<file path="config.mk">
export PLATFORM = sky130hd
export DESIGN_NAME = fila_serial_tx_flat
export DESIGN_NICKNAME = d
export VERILOG_FILES = /design/src/rtl/fila_pkg.sv /design/src/rtl/fila_serial_tx_if.sv /design/src/rtl/uart_tx_byte.sv /design/src/rtl/fila_serial_tx.sv /design/src/flat_wrapper.sv
export SDC_FILE = /design/constraint.sdc
export NUM_CORES = 1
export LEC_CHECK = 0
export ABC_AREA = 1
export BUFFER_PORTS_ARGS = -buffer_cell sky130_fd_sc_hd__clkbuf_2
export CORE_ASPECT_RATIO = 0.5
export CORE_UTILIZATION = 56
export DETAILED_ROUTE_END_ITERATION = 6
export PLACE_DENSITY = 0.85
export SYNTH_ARGS = -nofsm -noshare
export SYNTH_HDL_FRONTEND = slang
export SYNTH_HIERARCHICAL = 1
export SYNTH_SLANG_ARGS = --single-unit
</file>
<file path="constraint.sdc">
create_clock -name clk -period 3.6 [get_ports clk]
set_input_delay 0.54 -clock clk [delete_from_list [all_inputs] [get_ports clk]]
set_output_delay 0.54 -clock clk [all_outputs]
set_load 0.05 [all_outputs]
</file>
<file path="src/rtl/fila_pkg.sv">
// Shared types and constants for the queue dump transmitter: scan FSM states,
// ASCII codes and bit offsets of the fields inside a queue entry.
package fila_pkg;

  typedef enum logic [2:0] {
    OCIOSO,
    ENDERECA,
    ESPERA,
    AVALIA,
    ENVIA_ENTRADA,
    ENVIA_FIM,
    CONCLUI
  } estado_t;

  localparam logic [7:0] CHR_O     = 8'h4F;
  localparam logic [7:0] CHR_D     = 8'h44;
  localparam logic [7:0] CHR_ZERO  = 8'h30;
  localparam logic [7:0] CHR_SPACE = 8'h20;
  localparam logic [7:0] CHR_CR    = 8'h0D;
  localparam logic [7:0] CHR_LF    = 8'h0A;

  // Entry layout: {eh_origem, tipo[1:0], origem[1:0], destino[1:0]}
  localparam int EH_ORIGEM_BIT = 6;
  localparam int TIPO_MSB      = 5;
  localparam int ORIGEM_MSB    = 3;
  localparam int DESTINO_MSB   = 1;

  function automatic logic [7:0] digito(input logic [1:0] campo);
    return CHR_ZERO + {6'b0, campo};
  endfunction

endpackage

</file>
<file path="src/rtl/fila_serial_tx_if.sv">
// Bundle between the dump transmitter, the queue RAM serial read port and
// the control side; the slave modport is the transmitter's view.
interface fila_serial_tx_if #(
    parameter int ADDR_W = 4
);
    import fila_pkg::*;

    logic              start;
    logic [5:0]        dados_addrSerial;
    logic              eh_origem_addrSerial;
    logic [ADDR_W-1:0] addrSerial;
    logic              tx;
    logic              busy;
    logic              pronto;
    logic [ADDR_W:0]   n_entradas;
    estado_t           dbg_estado;

    modport master (
        output start, dados_addrSerial, eh_origem_addrSerial,
        input  addrSerial, tx, busy, pronto, n_entradas, dbg_estado
    );

    modport slave (
        input  start, dados_addrSerial, eh_origem_addrSerial,
        output addrSerial, tx, busy, pronto, n_entradas, dbg_estado
    );

endinterface

</file>
<file path="src/rtl/uart_tx_byte.sv">
// Single-byte UART transmitter, 8N1 or, with FILA_TX_PARITY_EN defined,
// 8E1 (even parity after bit 7). Frames may be chained with no idle gap.
module uart_tx_byte #(
    parameter int CLKS_PER_BIT = 434
) (
    input  logic       clk,
    input  logic       clear_n,
    input  logic [7:0] i_data,
    input  logic       i_valid,
    output logic       o_ready,
    output logic       o_idle,
    output logic       o_tx
);
`ifdef FILA_TX_PARITY_EN
    localparam int NBITS = 11;
`else
    localparam int NBITS = 10;
`endif
    localparam int CW = (CLKS_PER_BIT > 1) ? $clog2(CLKS_PER_BIT) : 1;
    localparam int BW = $clog2(NBITS);

    logic [NBITS-1:0] r_shift;
    logic [CW-1:0]    r_clk_cnt;
    logic [BW-1:0]    r_bit_idx;
    logic             r_active;

    logic             w_fim_bit;
    logic             w_ultimo;
    logic             w_load;
    logic [NBITS-1:0] w_quadro;

    // Handshake: a byte is taken on a rising edge where i_valid && o_ready.
    // o_ready is high when idle and also during the final cycle of the stop
    // bit, so a waiting byte starts its start bit with no gap.
    assign w_fim_bit = (r_clk_cnt == CW'(CLKS_PER_BIT - 1));
    assign w_ultimo  = w_fim_bit && (r_bit_idx == BW'(NBITS - 1));
    assign o_ready   = !r_active || w_ultimo;
    assign w_load    = o_ready && i_valid;
    assign o_idle    = !r_active;
    assign o_tx      = r_active ? r_shift[0] : 1'b1;

`ifdef FILA_TX_PARITY_EN
    assign w_quadro = {1'b1, ^i_data, i_data, 1'b0};
`else
    assign w_quadro = {1'b1, i_data, 1'b0};
`endif

    always_ff @(posedge clk or negedge clear_n) begin
        if (!clear_n) begin
            r_active  <= 1'b0;
            r_shift   <= '1;
            r_clk_cnt <= '0;
            r_bit_idx <= '0;
        end else if (w_load) begin
            r_active  <= 1'b1;
            r_shift   <= w_quadro;
            r_clk_cnt <= '0;
            r_bit_idx <= '0;
        end else if (r_active) begin
            if (w_fim_bit) begin
                r_clk_cnt <= '0;
                if (w_ultimo) begin
                    r_active <= 1'b0;
                end else begin
                    r_bit_idx <= r_bit_idx + BW'(1);
                    r_shift   <= {1'b1, r_shift[NBITS-1:1]};
                end
            end else begin
                r_clk_cnt <= r_clk_cnt + CW'(1);
            end
        end
    end

endmodule

</file>
<file path="src/rtl/fila_serial_tx.sv">
// Read-only dump of the request queue over UART: scans entries until the
// first empty one, sends each as "Xtod " then CR LF. FILA_TX_PARITY_EN adds parity.
module fila_serial_tx
    import fila_pkg::*;
#(
    parameter int CLKS_PER_BIT = 434,
    parameter int DEPTH        = 16,
    parameter int ADDR_W       = 4
) (
    input  logic              clk,
    input  logic              clear_n,
    fila_serial_tx_if.slave   bus
);
    estado_t           r_estado, w_prox;
    logic [ADDR_W-1:0] r_index;
    logic [ADDR_W:0]   r_cont;
    logic [ADDR_W:0]   r_n_entradas;
    logic [6:0]        r_entry;
    logic [2:0]        r_chr;

    logic [6:0] w_entrada;
    logic       w_vazia;
    logic       w_ultima;
    logic       w_busy, w_pronto, w_valid, w_ready, w_idle, w_aceito;
    logic [7:0] w_byte;

    assign w_entrada = {bus.eh_origem_addrSerial, bus.dados_addrSerial};
    assign w_vazia   = (w_entrada == 7'b0);
    assign w_ultima  = (r_index == ADDR_W'(DEPTH - 1));
    assign w_aceito  = w_valid && w_ready;

    always_ff @(posedge clk or negedge clear_n) begin
        if (!clear_n) r_estado <= OCIOSO;
        else          r_estado <= w_prox;
    end

    always_comb begin
        w_prox = r_estado;
        case (r_estado)
            OCIOSO:        if (bus.start) w_prox = ENDERECA;
            ENDERECA:      w_prox = ESPERA;
            ESPERA:        w_prox = AVALIA;
            AVALIA:        w_prox = w_vazia ? ENVIA_FIM : ENVIA_ENTRADA;
            ENVIA_ENTRADA: if (w_aceito && r_chr == 3'd4) w_prox = w_ultima ? ENVIA_FIM : ENDERECA;
            ENVIA_FIM:     if (r_chr == 3'd2 && w_idle) w_prox = CONCLUI;
            CONCLUI:       w_prox = OCIOSO;
            default:       w_prox = OCIOSO;
        endcase
    end

    always_comb begin
        w_busy   = 1'b1;
        w_pronto = 1'b0;
        w_valid  = 1'b0;
        w_byte   = CHR_SPACE;
        case (r_estado)
            OCIOSO:        w_busy = 1'b0;
            ENVIA_ENTRADA: begin
                w_valid = 1'b1;
                case (r_chr)
                    3'd0:    w_byte = r_entry[EH_ORIGEM_BIT] ? CHR_O : CHR_D;
                    3'd1:    w_byte = digito(r_entry[TIPO_MSB -: 2]);
                    3'd2:    w_byte = digito(r_entry[ORIGEM_MSB -: 2]);
                    3'd3:    w_byte = digito(r_entry[DESTINO_MSB -: 2]);
                    default: w_byte = CHR_SPACE;
                endcase
            end
            ENVIA_FIM: begin
                w_valid = (r_chr < 3'd2);
                w_byte  = r_chr[0] ? CHR_LF : CHR_CR;
            end
            CONCLUI: begin
                w_busy   = 1'b0;
                w_pronto = 1'b1;
            end
            default: ;
        endcase
    end

    // Scan datapath; the entry is latched from live RAM data at AVALIA.
    always_ff @(posedge clk or negedge clear_n) begin
        if (!clear_n) begin
            r_index      <= '0;
            r_cont       <= '0;
            r_n_entradas <= '0;
            r_entry      <= '0;
            r_chr        <= '0;
        end else begin
            case (r_estado)
                OCIOSO: if (bus.start) begin
                    r_index <= '0;
                    r_cont  <= '0;
                end
                AVALIA: begin
                    r_entry <= w_entrada;
                    r_chr   <= '0;
                    if (!w_vazia && r_cont != (ADDR_W+1)'(DEPTH)) r_cont <= r_cont + 1'b1;
                end
                ENVIA_ENTRADA: if (w_aceito) begin
                    if (r_chr == 3'd4) begin
                        r_chr <= '0;
                        if (!w_ultima) r_index <= r_index + ADDR_W'(1);
                    end else begin
                        r_chr <= r_chr + 3'd1;
                    end
                end
                ENVIA_FIM: begin
                    if (w_aceito) r_chr <= r_chr + 3'd1;
                    if (r_chr == 3'd2 && w_idle) r_n_entradas <= r_cont;
                end
                default: ;
            endcase
        end
    end

    uart_tx_byte #(
        .CLKS_PER_BIT(CLKS_PER_BIT)
    ) u_uart (
        .clk     (clk),
        .clear_n (clear_n),
        .i_data  (w_byte),
        .i_valid (w_valid),
        .o_ready (w_ready),
        .o_idle  (w_idle),
        .o_tx    (bus.tx)
    );

    assign bus.addrSerial = r_index;
    assign bus.busy       = w_busy;
    assign bus.pronto     = w_pronto;
    assign bus.n_entradas = r_n_entradas;
    assign bus.dbg_estado = r_estado;

endmodule

</file>
<file path="src/flat_wrapper.sv">
// flat-port wrapper written by rule: the top's interface ports become plain ports
module fila_serial_tx_flat import fila_pkg::*;
#(
    parameter int CLKS_PER_BIT = 434,
    parameter int DEPTH        = 16,
    parameter int ADDR_W       = 4
)
  (clk, clear_n, bus_start, bus_dados_addrSerial, bus_eh_origem_addrSerial, bus_addrSerial, bus_tx, bus_busy, bus_pronto, bus_n_entradas, bus_dbg_estado);
  fila_serial_tx_if #(.ADDR_W(ADDR_W)) bus_i ();
  input  logic clk;
  input  logic clear_n;
  input wire logic [$bits(bus_i.start)-1:0] bus_start;
  input wire logic [$bits(bus_i.dados_addrSerial)-1:0] bus_dados_addrSerial;
  input wire logic [$bits(bus_i.eh_origem_addrSerial)-1:0] bus_eh_origem_addrSerial;
  output wire logic [$bits(bus_i.addrSerial)-1:0] bus_addrSerial;
  output wire logic [$bits(bus_i.tx)-1:0] bus_tx;
  output wire logic [$bits(bus_i.busy)-1:0] bus_busy;
  output wire logic [$bits(bus_i.pronto)-1:0] bus_pronto;
  output wire logic [$bits(bus_i.n_entradas)-1:0] bus_n_entradas;
  output wire logic [$bits(bus_i.dbg_estado)-1:0] bus_dbg_estado;
  assign bus_i.start = bus_start;
  assign bus_i.dados_addrSerial = bus_dados_addrSerial;
  assign bus_i.eh_origem_addrSerial = bus_eh_origem_addrSerial;
  assign bus_addrSerial = bus_i.addrSerial;
  assign bus_tx = bus_i.tx;
  assign bus_busy = bus_i.busy;
  assign bus_pronto = bus_i.pronto;
  assign bus_n_entradas = bus_i.n_entradas;
  assign bus_dbg_estado = bus_i.dbg_estado;
  fila_serial_tx #(.CLKS_PER_BIT(CLKS_PER_BIT), .DEPTH(DEPTH), .ADDR_W(ADDR_W)) u_core (.clk(clk), .clear_n(clear_n), .bus(bus_i));
endmodule
</file>
# Yosys cells after proc, flatten, opt, wreduce, memory -nomap -nowiden
# Cells that the tools add are included.
[word_totals] elab_cells=106 inputBits=10 regBits=51 out_inout_bits=15
[op_classes] reduce_logical=23 addsub=8 mux=41 eq_ne=23 magnitude_cmp=1
[op_table] op="10-bit two-way mux" count=4
[op_table] op="4-bit two-way mux" count=9
[op_table] op="8-bit case mux with 4 select lines" count=1
[op_table] op="9-bit two-way mux" count=3
[op_table] op="3-bit two-way mux" count=8
[op_table] op="6-bit by 2-bit adder with 7-bit output (first input constant)" count=3
[op_table] op="3-bit case mux with 6 select lines" count=1
[op_table] op="8-bit case mux with 2 select lines" count=1
[op_table] op="2-bit by 1-bit inequality test with 1-bit output (second input constant)" count=7
[op_table] op="3-bit by 2-bit == test with 1-bit output (second input constant)" count=4
[op_table] op="3-bit == test (second input constant)" count=4
[op_table] op="3-bit AND reduction" count=4
[op_table] op="5-bit two-way mux" count=2
[op_table] op="5-bit case mux with 2 select lines" count=1
[op_table] op="9-bit by 1-bit adder with 9-bit output (second input constant)" count=1
[op_table] op="9-bit == test (second input constant)" count=1
[op_table] op="3-bit case mux with 3 select lines" count=1
[op_table] op="4-bit by 1-bit adder with 4-bit output (second input constant)" count=2
[op_table] op="4-bit == test (second input constant)" count=2
[op_table] op="1-bit two-way mux" count=8
[op_table] op="4-bit case mux with 2 select lines" count=1
[op_table] op="2-bit nonzero test" count=4
[op_table] op="7-bit logical NOT" count=1
[op_table] op="3-bit by 1-bit == test with 1-bit output (second input constant)" count=2
[op_table] op="14 further kinds" count=21

# Depth between registers and ports, before layout
# Gate-level depths: netlist of the first run.
[logic_depth] ltp_word=7 depth_mapped=14 depth_no_buf=13

# Cells and area by module
# The synthesis of the first run kept the hierarchy.
[by_module_without_submodules] module="fila_serial_tx" area_per_inst_um2=1732.9 n_inst=1 seq_area_each_um2=675.6 cells_per_inst=240
[by_module_without_submodules] module="uart_tx_byte" area_per_inst_um2=1335.0 n_inst=1 seq_area_each_um2=586.8 cells_per_inst=168

# Least setup slack after synthesis of the first run
# Ideal clock, no wire load.
[synth_timing] kind="reg-to-output" startpoint="register u_core.r_estado[2], in the netlist u_core/bus.dbg_estado[2]" endpoint="output port bus_busy" required_ns=3.060 slack_ns=0.342 arrival_time_ns=2.718 stages_incl_launch_ff=5 n_path_buf=1 cell_sequence="dfrtp_1 -> buf_2 -> inv_1 -> nor3_1 -> nor2_1"
[synth_via] elab_chain_cells=3 word_cells_on_any_way=4 cone_classes="eq/ne (1); mux (1); reduce/logical (2)"
[synth_lines] item="from (decl)" line_no="fila_serial_tx.sv:14" text="estado_t r_estado, w_prox;"
[synth_lines] item="from (signal assigned)" line_no="fila_serial_tx.sv:34" text="else r_estado <= w_prox;"
[synth_lines] item="3-bit == test / 3-bit logical NOT (equally long branches)" line_no="fila_serial_tx.sv:56" text="case (r_estado)"
[synth_lines] item="2-bit OR reduction (no source line) *"
[synth_lines] item="1-bit two-way mux *" line_no="fila_serial_tx.sv:56"
[synth_lines] item="to (decl)" line_no="flat_wrapper.sv:17" text="output wire logic [$bits(bus_i.busy)-1:0] bus_busy;"
# Every way passes the cells marked *; elsewhere a longest branch is shown, timed or not.

# Worst setup path in the final report of the first run
[layout_timing] startpoint="register u_core.r_estado[2], in the netlist u_core/bus.dbg_estado[2]" endpoint="output port bus_pronto"
[layout_via] elab_chain_cells=2
[layout_lines] item="3-bit == test" line_no="fila_serial_tx.sv:56"
[layout_lines] item="1-bit two-way mux" line_no="fila_serial_tx.sv:56"
[layout_lines] item="to (decl)" line_no="flat_wrapper.sv:18" text="output wire logic [$bits(bus_i.pronto)-1:0] bus_pronto;"
# Every way passes these cells.

==> metrics.log, run 1 <==
INFO  metric cts_made_buffers = 5
INFO  metric synthesis.area_per_instance = 7.519 sq um
INFO  metric arrival_time_at_the_worst_endpoint = 1.64 ns
INFO  metric power_density = 548.0 mW/mm^2
INFO  metric grt_pass1_wl = 10,120 um
INFO  metric hp-class = in2async
INFO  metric routed-via-count = 2,589
INFO  metric achievable-frequency = 458.4 MHz
INFO  metric placed_wire_length_estimate_after_detailed_placement = 4576 um
INFO  metric global_route.usage.met3 = 0.04524
INFO  metric timing.max_cap.violations = 0
INFO  metric grt_most_used_layer = met2
INFO  metric ctsResizeCount = 0
INFO  metric final_cell_mix = 124 x sky130_fd_sc_hd__nand2_1, 52 x sky130_fd_sc_hd__inv_1, 41 x sky130_fd_sc_hd__dfrtp_1
INFO  metric synth.net_count = 430
INFO  metric ys_seq_area_frac = 0.4115
INFO  metric timing.critical_path.from_type = flop
INFO  metric placementRows = 18
INFO  metric avgViaCountPerCell = 5.168
INFO  metric grt_max_degree = 27
INFO  metric postSynthRegisterBits = 50
INFO  metric timing.final.hold_violations = 0
INFO  metric clock-root-buffer = sky130_fd_sc_hd__clkbuf_8
INFO  metric final_layout_size_suffix_gt1_frac = 0.1763
INFO  metric synth_warnings = 6
INFO  metric pre_cts_ws = 1.528 ns
INFO  metric timing.final.ws_setup = 1.418 ns
INFO  metric cts_htree_levels = 2
INFO  metric clk_pin_slew_worst_paths = 0.08 ns
INFO  metric setup.worst_path.end_class = output port
INFO  metric met2_usage = 0.3925
INFO  metric number_of_library_cell_types_mapped_by_synthesis = 39
INFO  metric routed_wire_length_per_instance = 12.24 um
INFO  metric design_area = 0.003309 sq mm
INFO  metric worst_slew_margin_rel = 0.5083
INFO  metric most_common_cell_after_layout_fill_and_taps_aside = sky130_fd_sc_hd__nand2_1
INFO  metric drv_slew = 0
INFO  metric numClockSinks = 50
INFO  metric antenna_cells_inserted = 0
INFO  metric max_slew.worst_pin.slew = 0.7375 ns
INFO  metric pin_count = 25
INFO  metric final.setup.tns = 0 ns
INFO  metric path_class = reg2out
INFO  metric port_buffers = 24
INFO  metric globalRoute.totalOverflow = 0
INFO  metric setup-violations-final = 0
INFO  metric cts-root-to-sink-buffers = 2
INFO  metric cp_max_fo = 9
INFO  metric worst_skew_pair.late_latency = 0.30 ns
INFO  metric synth.cell_area = 0.003068 sq mm
INFO  metric grt.met1_usage = 0.3029
INFO  metric die_height = 54.34 um
INFO  metric place_congestion = 0.8949
INFO  metric synthToLayoutAreaGrowth = 7.871%
INFO  metric post_dp_cell_area = 0.003218 sq mm
INFO  metric period_minus_slack = 2.182 ns
INFO  metric detail_route.wirelength = 6132 um
INFO  metric die_area = 0.005797 sq mm
INFO  metric static-leakage-power = 1.794 nW
INFO  metric antenna_violating_nets_post_route = 0
INFO  metric vias_in_the_first_global_route = 2,308
INFO  metric cts_hold_buf = 0
INFO  metric finalNetCount = 452
INFO  metric data_required_time_of_the_worst_path = 3.06 ns
INFO  metric post_detailed_route_drc_marker_count = 0
INFO  metric die_boundary_width = 106.7 um
INFO  metric max_rail_drop_vdd = 0.0003165 V
INFO  metric timing.final.crit_share = 0.6060
INFO  metric hold-worst-slack = 0.2435 ns
INFO  metric detailedRoute.firstIterationViolations = 139
INFO  metric tritoncts_clock_tree = done
INFO  metric start_util = 0.6028
INFO  metric coreArea = 0.005090 sq mm
INFO  metric track_usage = 0.2268
INFO  metric postCtsSetupBuffers = 0
INFO  metric grt_antenna_before_repair = 0
INFO  metric 1st_pass_router_iterations = 4
INFO  metric run_status = complete, no violations
INFO  metric p_total = 1.814 mW
INFO  metric postSynthCellCount = 408
INFO  metric timing.clock.skew = 0.008444 ns
INFO  metric grt_setup_unrepaired = no
-- power by group --
group / internal, mW / total, mW / switching (mW)
sequential: 0.676 / 0.793 / 0.117
combinational: 0.211 / 0.689 / 0.478
clock: 0.155 / 0.332 / 0.177
total: 1.04 / 1.81 / 0.771
-- flip-flops by register name (all words and copies together) (netlist names) --
name	flops
u_core/r_cont	5
u_core/u_uart/r_active	1
u_core/u_uart/r_clk_cnt	9
u_core/u_uart/r_bit_idx	4
u_core/r_entry	7
u_core/bus.addrSerial	4
u_core/r_chr	3
u_core/bus.n_entradas	5
u_core/u_uart/r_shift	9
u_core/bus.dbg_estado	3
-- worst max-delay path: stages, from the launching register on --
cell                       delay [ns]
sky130_fd_sc_hd__dfrtp_1         0.59
sky130_fd_sc_hd__inv_1           0.17
sky130_fd_sc_hd__nor3_1          0.27
sky130_fd_sc_hd__clkbuf_2        0.32
-- metal layers --
layer  share of wire  wire [um]
met3           0.039        237
met2            0.47       2865
met5               0          0
met4          0.0015          9
met1            0.49       3021
-- cell type report --
| class | instances | area [sq um] |
|---|---|---|
| repair buffers | 25 | 127.6 |
| flip-flops and latches | 50 | 1262 |
| inverters | 62 | 232.7 |
| clock buffers | 7 | 86.33 |
| well taps | 70 | 87.58 |
| clock inverters | 1 | 5.005 |
| multi-input cells | 286 | 1508 |
| fillers | 439 | 1780 |
-- kinds of logic (layout without fill, tap and decap cells) --
logic type,Yosys count,count (layout),synth area share
AOI/OAI and AO/OA,32,32,0.06322
xor gates and xnor gates,5,5,0.01428
DFF,50,50,0.4115
adders and majority gates,12,12,0.04894
other,1,1,0.001222
and+or+nand+nor,236,236,0.3638
buffers and inverters,72,95,0.09706
-- path summary, 6_finish.rpt --
check                                           start                       end  slack (ns)  cells after the start
setup reg to reg           u_core/u_uart/r_clk_cnt[1]  u_core/bus.dbg_estado[2]        1.46                     10
max in group asynchronous                     clear_n  u_core/u_uart/r_shift[7]        2.54                      2
setup / recovery             u_core/bus.dbg_estado[2]                bus_pronto        1.42                      3
hold reg to reg              u_core/u_uart/r_shift[7]  u_core/u_uart/r_shift[7]        0.48                      2
min in group clk              bus_dados_addrSerial[4]         u_core/r_entry[4]        0.46                      3
hold / removal                                clear_n  u_core/bus.n_entradas[4]        0.24                      1
-- synthesized netlist by cell type --
cell	n	area (sq um)
sky130_fd_sc_hd__xnor2_1	2	17.52
sky130_fd_sc_hd__nand2_4	4	45.04
sky130_fd_sc_hd__nand2_1	124	465.5
sky130_fd_sc_hd__o31ai_1	1	7.510
sky130_fd_sc_hd__nand3b_1	1	7.510
sky130_fd_sc_hd__nand4_1	19	118.9
sky130_fd_sc_hd__or2_0	1	6.260
sky130_fd_sc_hd__nor2_2	2	12.51
sky130_fd_sc_hd__clkinv_1	1	3.750
sky130_fd_sc_hd__nand2_2	4	25.02
sky130_fd_sc_hd__o22ai_1	1	6.260
sky130_fd_sc_hd__a21boi_1	1	7.510
sky130_fd_sc_hd__o21ai_0	12	60.06
sky130_fd_sc_hd__and3_1	2	12.51
sky130_fd_sc_hd__nor3_1	3	15.01
sky130_fd_sc_hd__nand3_1	37	185.2
sky130_fd_sc_hd__dfrtp_1	41	1026
sky130_fd_sc_hd__conb_1	1	3.750
sky130_fd_sc_hd__nor2_4	2	22.52
sky130_fd_sc_hd__nand3_2	3	30.03
sky130_fd_sc_hd__a31oi_1	1	6.260
sky130_fd_sc_hd__o21ai_2	6	52.55
sky130_fd_sc_hd__or2_2	1	6.260
sky130_fd_sc_hd__ha_1	12	150.1
sky130_fd_sc_hd__a21oi_1	4	20.02
sky130_fd_sc_hd__buf_6	2	22.52
sky130_fd_sc_hd__o21ai_1	5	25.02
sky130_fd_sc_hd__nor2_1	29	108.9
sky130_fd_sc_hd__a21oi_2	1	8.760
sky130_fd_sc_hd__nand3b_4	1	20.02
sky130_fd_sc_hd__buf_2	7	35.03
sky130_fd_sc_hd__buf_4	1	7.510
sky130_fd_sc_hd__nand3b_2	1	11.26
sky130_fd_sc_hd__dfstp_2	9	236.5
sky130_fd_sc_hd__xor2_1	3	26.28
sky130_fd_sc_hd__nand3_4	1	17.52
sky130_fd_sc_hd__inv_2	9	33.78
sky130_fd_sc_hd__inv_1	52	195.2
sky130_fd_sc_hd__and2_1	1	6.260
-- metrics by stage --
step                std cells  utilization
finish                    501       0.6502
global route              501       0.6502
CTS                       501       0.6502
detailed placement        493       0.6323
global placement          493       0.6323
floorplan                 408            -
(Power assumes the default switching activity.)
==> inputs of run 2 (changes only) <==
--- a/config.mk
+++ b/config.mk
@@ -8,9 +8,9 @@
 export ABC_AREA = 1
 export BUFFER_PORTS_ARGS = -buffer_cell sky130_fd_sc_hd__clkbuf_2
 export CORE_ASPECT_RATIO = 0.5
-export CORE_UTILIZATION = 56
+export CORE_UTILIZATION = 54
 export DETAILED_ROUTE_END_ITERATION = 6
-export PLACE_DENSITY = 0.85
+export PLACE_DENSITY = 0.86
 export SYNTH_ARGS = -nofsm -noshare
 export SYNTH_HDL_FRONTEND = slang
 export SYNTH_HIERARCHICAL = 1
==> constraint.sdc (replaced) <==
create_clock -name clk -period 1.8 [get_ports clk]
set_input_delay 0.27 -clock clk [delete_from_list [all_inputs] [get_ports clk]]
set_output_delay 0.27 -clock clk [all_outputs]
set_load 0.05 [all_outputs]
==> run 2 against run 1 <==
Worst hold slack lost 0.049 ns. Critical path type unchanged. Count of clock-buffer cells in the layout shrank 1. Critical path depth grew 3. First-iteration DRC count grew 31%. Cell count grew 3.6%. Global-route usage grew 0.23 points. Power grew 120%. Setup slack lost 1.4 ns. Critical endpoint is now bus_busy. Clock skew shrank 0.0044 ns. Utilization grew 3.5 points. Routed wire length grew 4.9%.
==> metrics.log, run 2 (synthesis results as in run 1) <==
INFO  metric pre_cts_ws = 0.07052 ns
INFO  metric setup.worst_path.end_class = output port
INFO  metric grt_most_used_layer = met2
INFO  metric top_regs = u_core/u_uart/r_clk_cnt: 9 flops, u_core/u_uart/r_shift: 9 flops, u_core/r_entry: 7 flops
INFO  metric finalNetCount = 470
INFO  metric drv_slew = 0
INFO  metric met2_usage = 0.3481
INFO  metric detailedRoute.firstIterationViolations = 182
INFO  metric coreArea = 0.005180 sq mm
INFO  metric grt_antenna_before_repair = 0
INFO  metric cp_max_fo = 6
INFO  metric most_common_cell_after_layout_fill_and_taps_aside = sky130_fd_sc_hd__nand2_1
INFO  metric reg2reg_to = u_core/u_uart/r_bit_idx[2]
INFO  metric avgViaCountPerCell = 5.258
INFO  metric routed_wire_length_per_instance = 12.39 um
INFO  metric clock-root-buffer = sky130_fd_sc_hd__clkbuf_16
INFO  metric hold_path.startpoint = bus_dados_addrSerial[4]
INFO  metric vias_in_the_first_global_route = 2,373
INFO  metric clk_pin_slew_worst_paths = 0.06 ns
INFO  metric pin_count = 25
INFO  metric timing.max_cap.violations = 0
INFO  metric timing.final.hold_violations = 0
INFO  metric cts_made_buffers = 5
INFO  metric data_required_time_of_the_worst_path = 1.53 ns
INFO  metric placed_wire_length_estimate_after_detailed_placement = 4475 um
INFO  metric track_usage = 0.2291
INFO  metric globalRoute.totalOverflow = 0
INFO  metric tritoncts_clock_tree = done
INFO  metric grt_max_degree = 51
INFO  metric placementRows = 18
INFO  metric die_area = 0.006005 sq mm
INFO  metric final_cell_mix = 124 x sky130_fd_sc_hd__nand2_1, 52 x sky130_fd_sc_hd__inv_1, 38 x sky130_fd_sc_hd__dfrtp_1
INFO  metric hold-worst-slack = 0.1945 ns
INFO  metric port_buffers = 24
INFO  metric start_util = 0.5923
INFO  metric path_class = reg2out
INFO  metric cts-root-to-sink-buffers = 2
INFO  metric worst_skew_pair.late_latency = 0.29 ns
INFO  metric arrival_time_at_the_worst_endpoint = 1.50 ns
INFO  metric grt_setup_unrepaired = yes
INFO  metric hold_end = u_core/r_entry[4]
INFO  metric die_height = 55.30 um
INFO  metric 1st_pass_router_iterations = 5
INFO  metric post_detailed_route_drc_marker_count = 0
INFO  metric run_status = complete, no violations
INFO  metric final_layout_size_suffix_gt1_frac = 0.2249
INFO  metric numClockSinks = 50
INFO  metric synthToLayoutAreaGrowth = 15.74%
INFO  metric cts_htree_levels = 2
INFO  metric routed-via-count = 2,729
INFO  metric placedCellCount = 505
INFO  metric timing.final.ws_setup = 0.03260 ns
INFO  metric detail_route.wirelength = 6431 um
INFO  metric max_rail_drop_vdd = 0.0008431 V
INFO  metric timing.critical_path.from_type = flop
INFO  metric period_minus_slack = 1.767 ns
INFO  metric ff2ff_setup_slack = 0.08 ns
INFO  metric die_boundary_width = 108.6 um
INFO  metric antenna_cells_inserted = 0
INFO  metric timing.clock.skew = 0.004054 ns
INFO  metric post_layout_nonfiller_instances = 519
INFO  metric hp-class = in2reg
INFO  metric achievable-frequency = 565.8 MHz
INFO  metric place_congestion = 0.8701
INFO  metric static-leakage-power = 1.916 nW
INFO  metric timing.final.crit_share = 0.9819
INFO  metric setup-violations-final = 0
INFO  metric worstHoldPathCells = 3
INFO  metric rr_startpoint = u_core/u_uart/r_clk_cnt[1]
INFO  metric p_total = 4.068 mW
INFO  metric timing.reg2reg.worst_path_depth = 10
INFO  metric grt.met1_usage = 0.3310
INFO  metric antenna_violating_nets_post_route = 0
INFO  metric grt_pass1_wl = 10,840 um
INFO  metric global_route.usage.met3 = 0.04959
INFO  metric power_density = 1146 mW/mm^2
==> run 2: final cells by class <==
| type | instances | area, sq um |
|---|---|---|
| multi-input combinational | 286 | 1529 |
| timing repair buffer | 43 | 280.3 |
| fill | 402 | 1629 |
| inverter | 62 | 237.7 |
| tap | 70 | 87.58 |
| clock inverter | 2 | 11.26 |
| sequential | 50 | 1266 |
| clock buffer | 6 | 138.9 |
==> run 2: routing by layer <==
| metal | wire length (um) | up-vias |
|---|---|---|
| li1 | - | 1371 |
| met1 | 3134 | 1282 |
| met2 | 2943 | 69 |
| met3 | 304 | 7 |
| met4 | 48 | 0 |
| met5 | 0 | - |
==> run 2: report_power, final <==
group / internal (mW) / total, mW / switching [mW] / leakage (nW)
combinational: 0.507 / 1.51 / 1.00 / 1.22
clock: 0.551 / 0.953 / 0.401 / 0.0772
sequential: 1.36 / 1.60 / 0.245 / 0.621
==> run 2: worst max path at each step <==
stage	from	endpoint
finish	u_core/bus.dbg_estado[0]	bus_busy
global route	u_core/u_uart/r_clk_cnt[1]	u_core/u_uart/r_shift[1]
CTS	u_core/bus.dbg_estado[0]	bus_busy
detailed placement	u_core/r_chr[0]	u_core/bus.n_entradas[0]
global placement	u_core/u_uart/r_clk_cnt[1]	u_core/bus.dbg_estado[2]
floorplan	u_core/bus.dbg_estado[2]	u_core/u_uart/r_clk_cnt[8]
==> run 2: per-stage QoR <==
stage	setup TNS (ns)	cell area [sq um]	utilization
floorplan	0	3094	-
global placement	0	3338	0.6444
detailed placement	0	3338	0.6444
CTS	0	3501	0.6758
global route	-0.3379	3551	0.6855
finish	0	3551	0.6855
==> run 2: timing repair <==
action	4_1_cts	5_1_grt
endpoints found under the hold margin	41	0
pin swaps	0	2
hold buffers	1	0
buffers inserted	0	5
resized for setup	1	7
endpoints found under the setup margin	1	26
==> run 2: critical path: stages, from the launching register on <==
cell                      delay [ns]
sky130_fd_sc_hd__dfrtp_2        0.49
sky130_fd_sc_hd__nor2_4         0.15
sky130_fd_sc_hd__buf_4          0.17
sky130_fd_sc_hd__nand2_1        0.07
sky130_fd_sc_hd__inv_1          0.09
sky130_fd_sc_hd__nor2_2         0.05
sky130_fd_sc_hd__buf_4          0.18
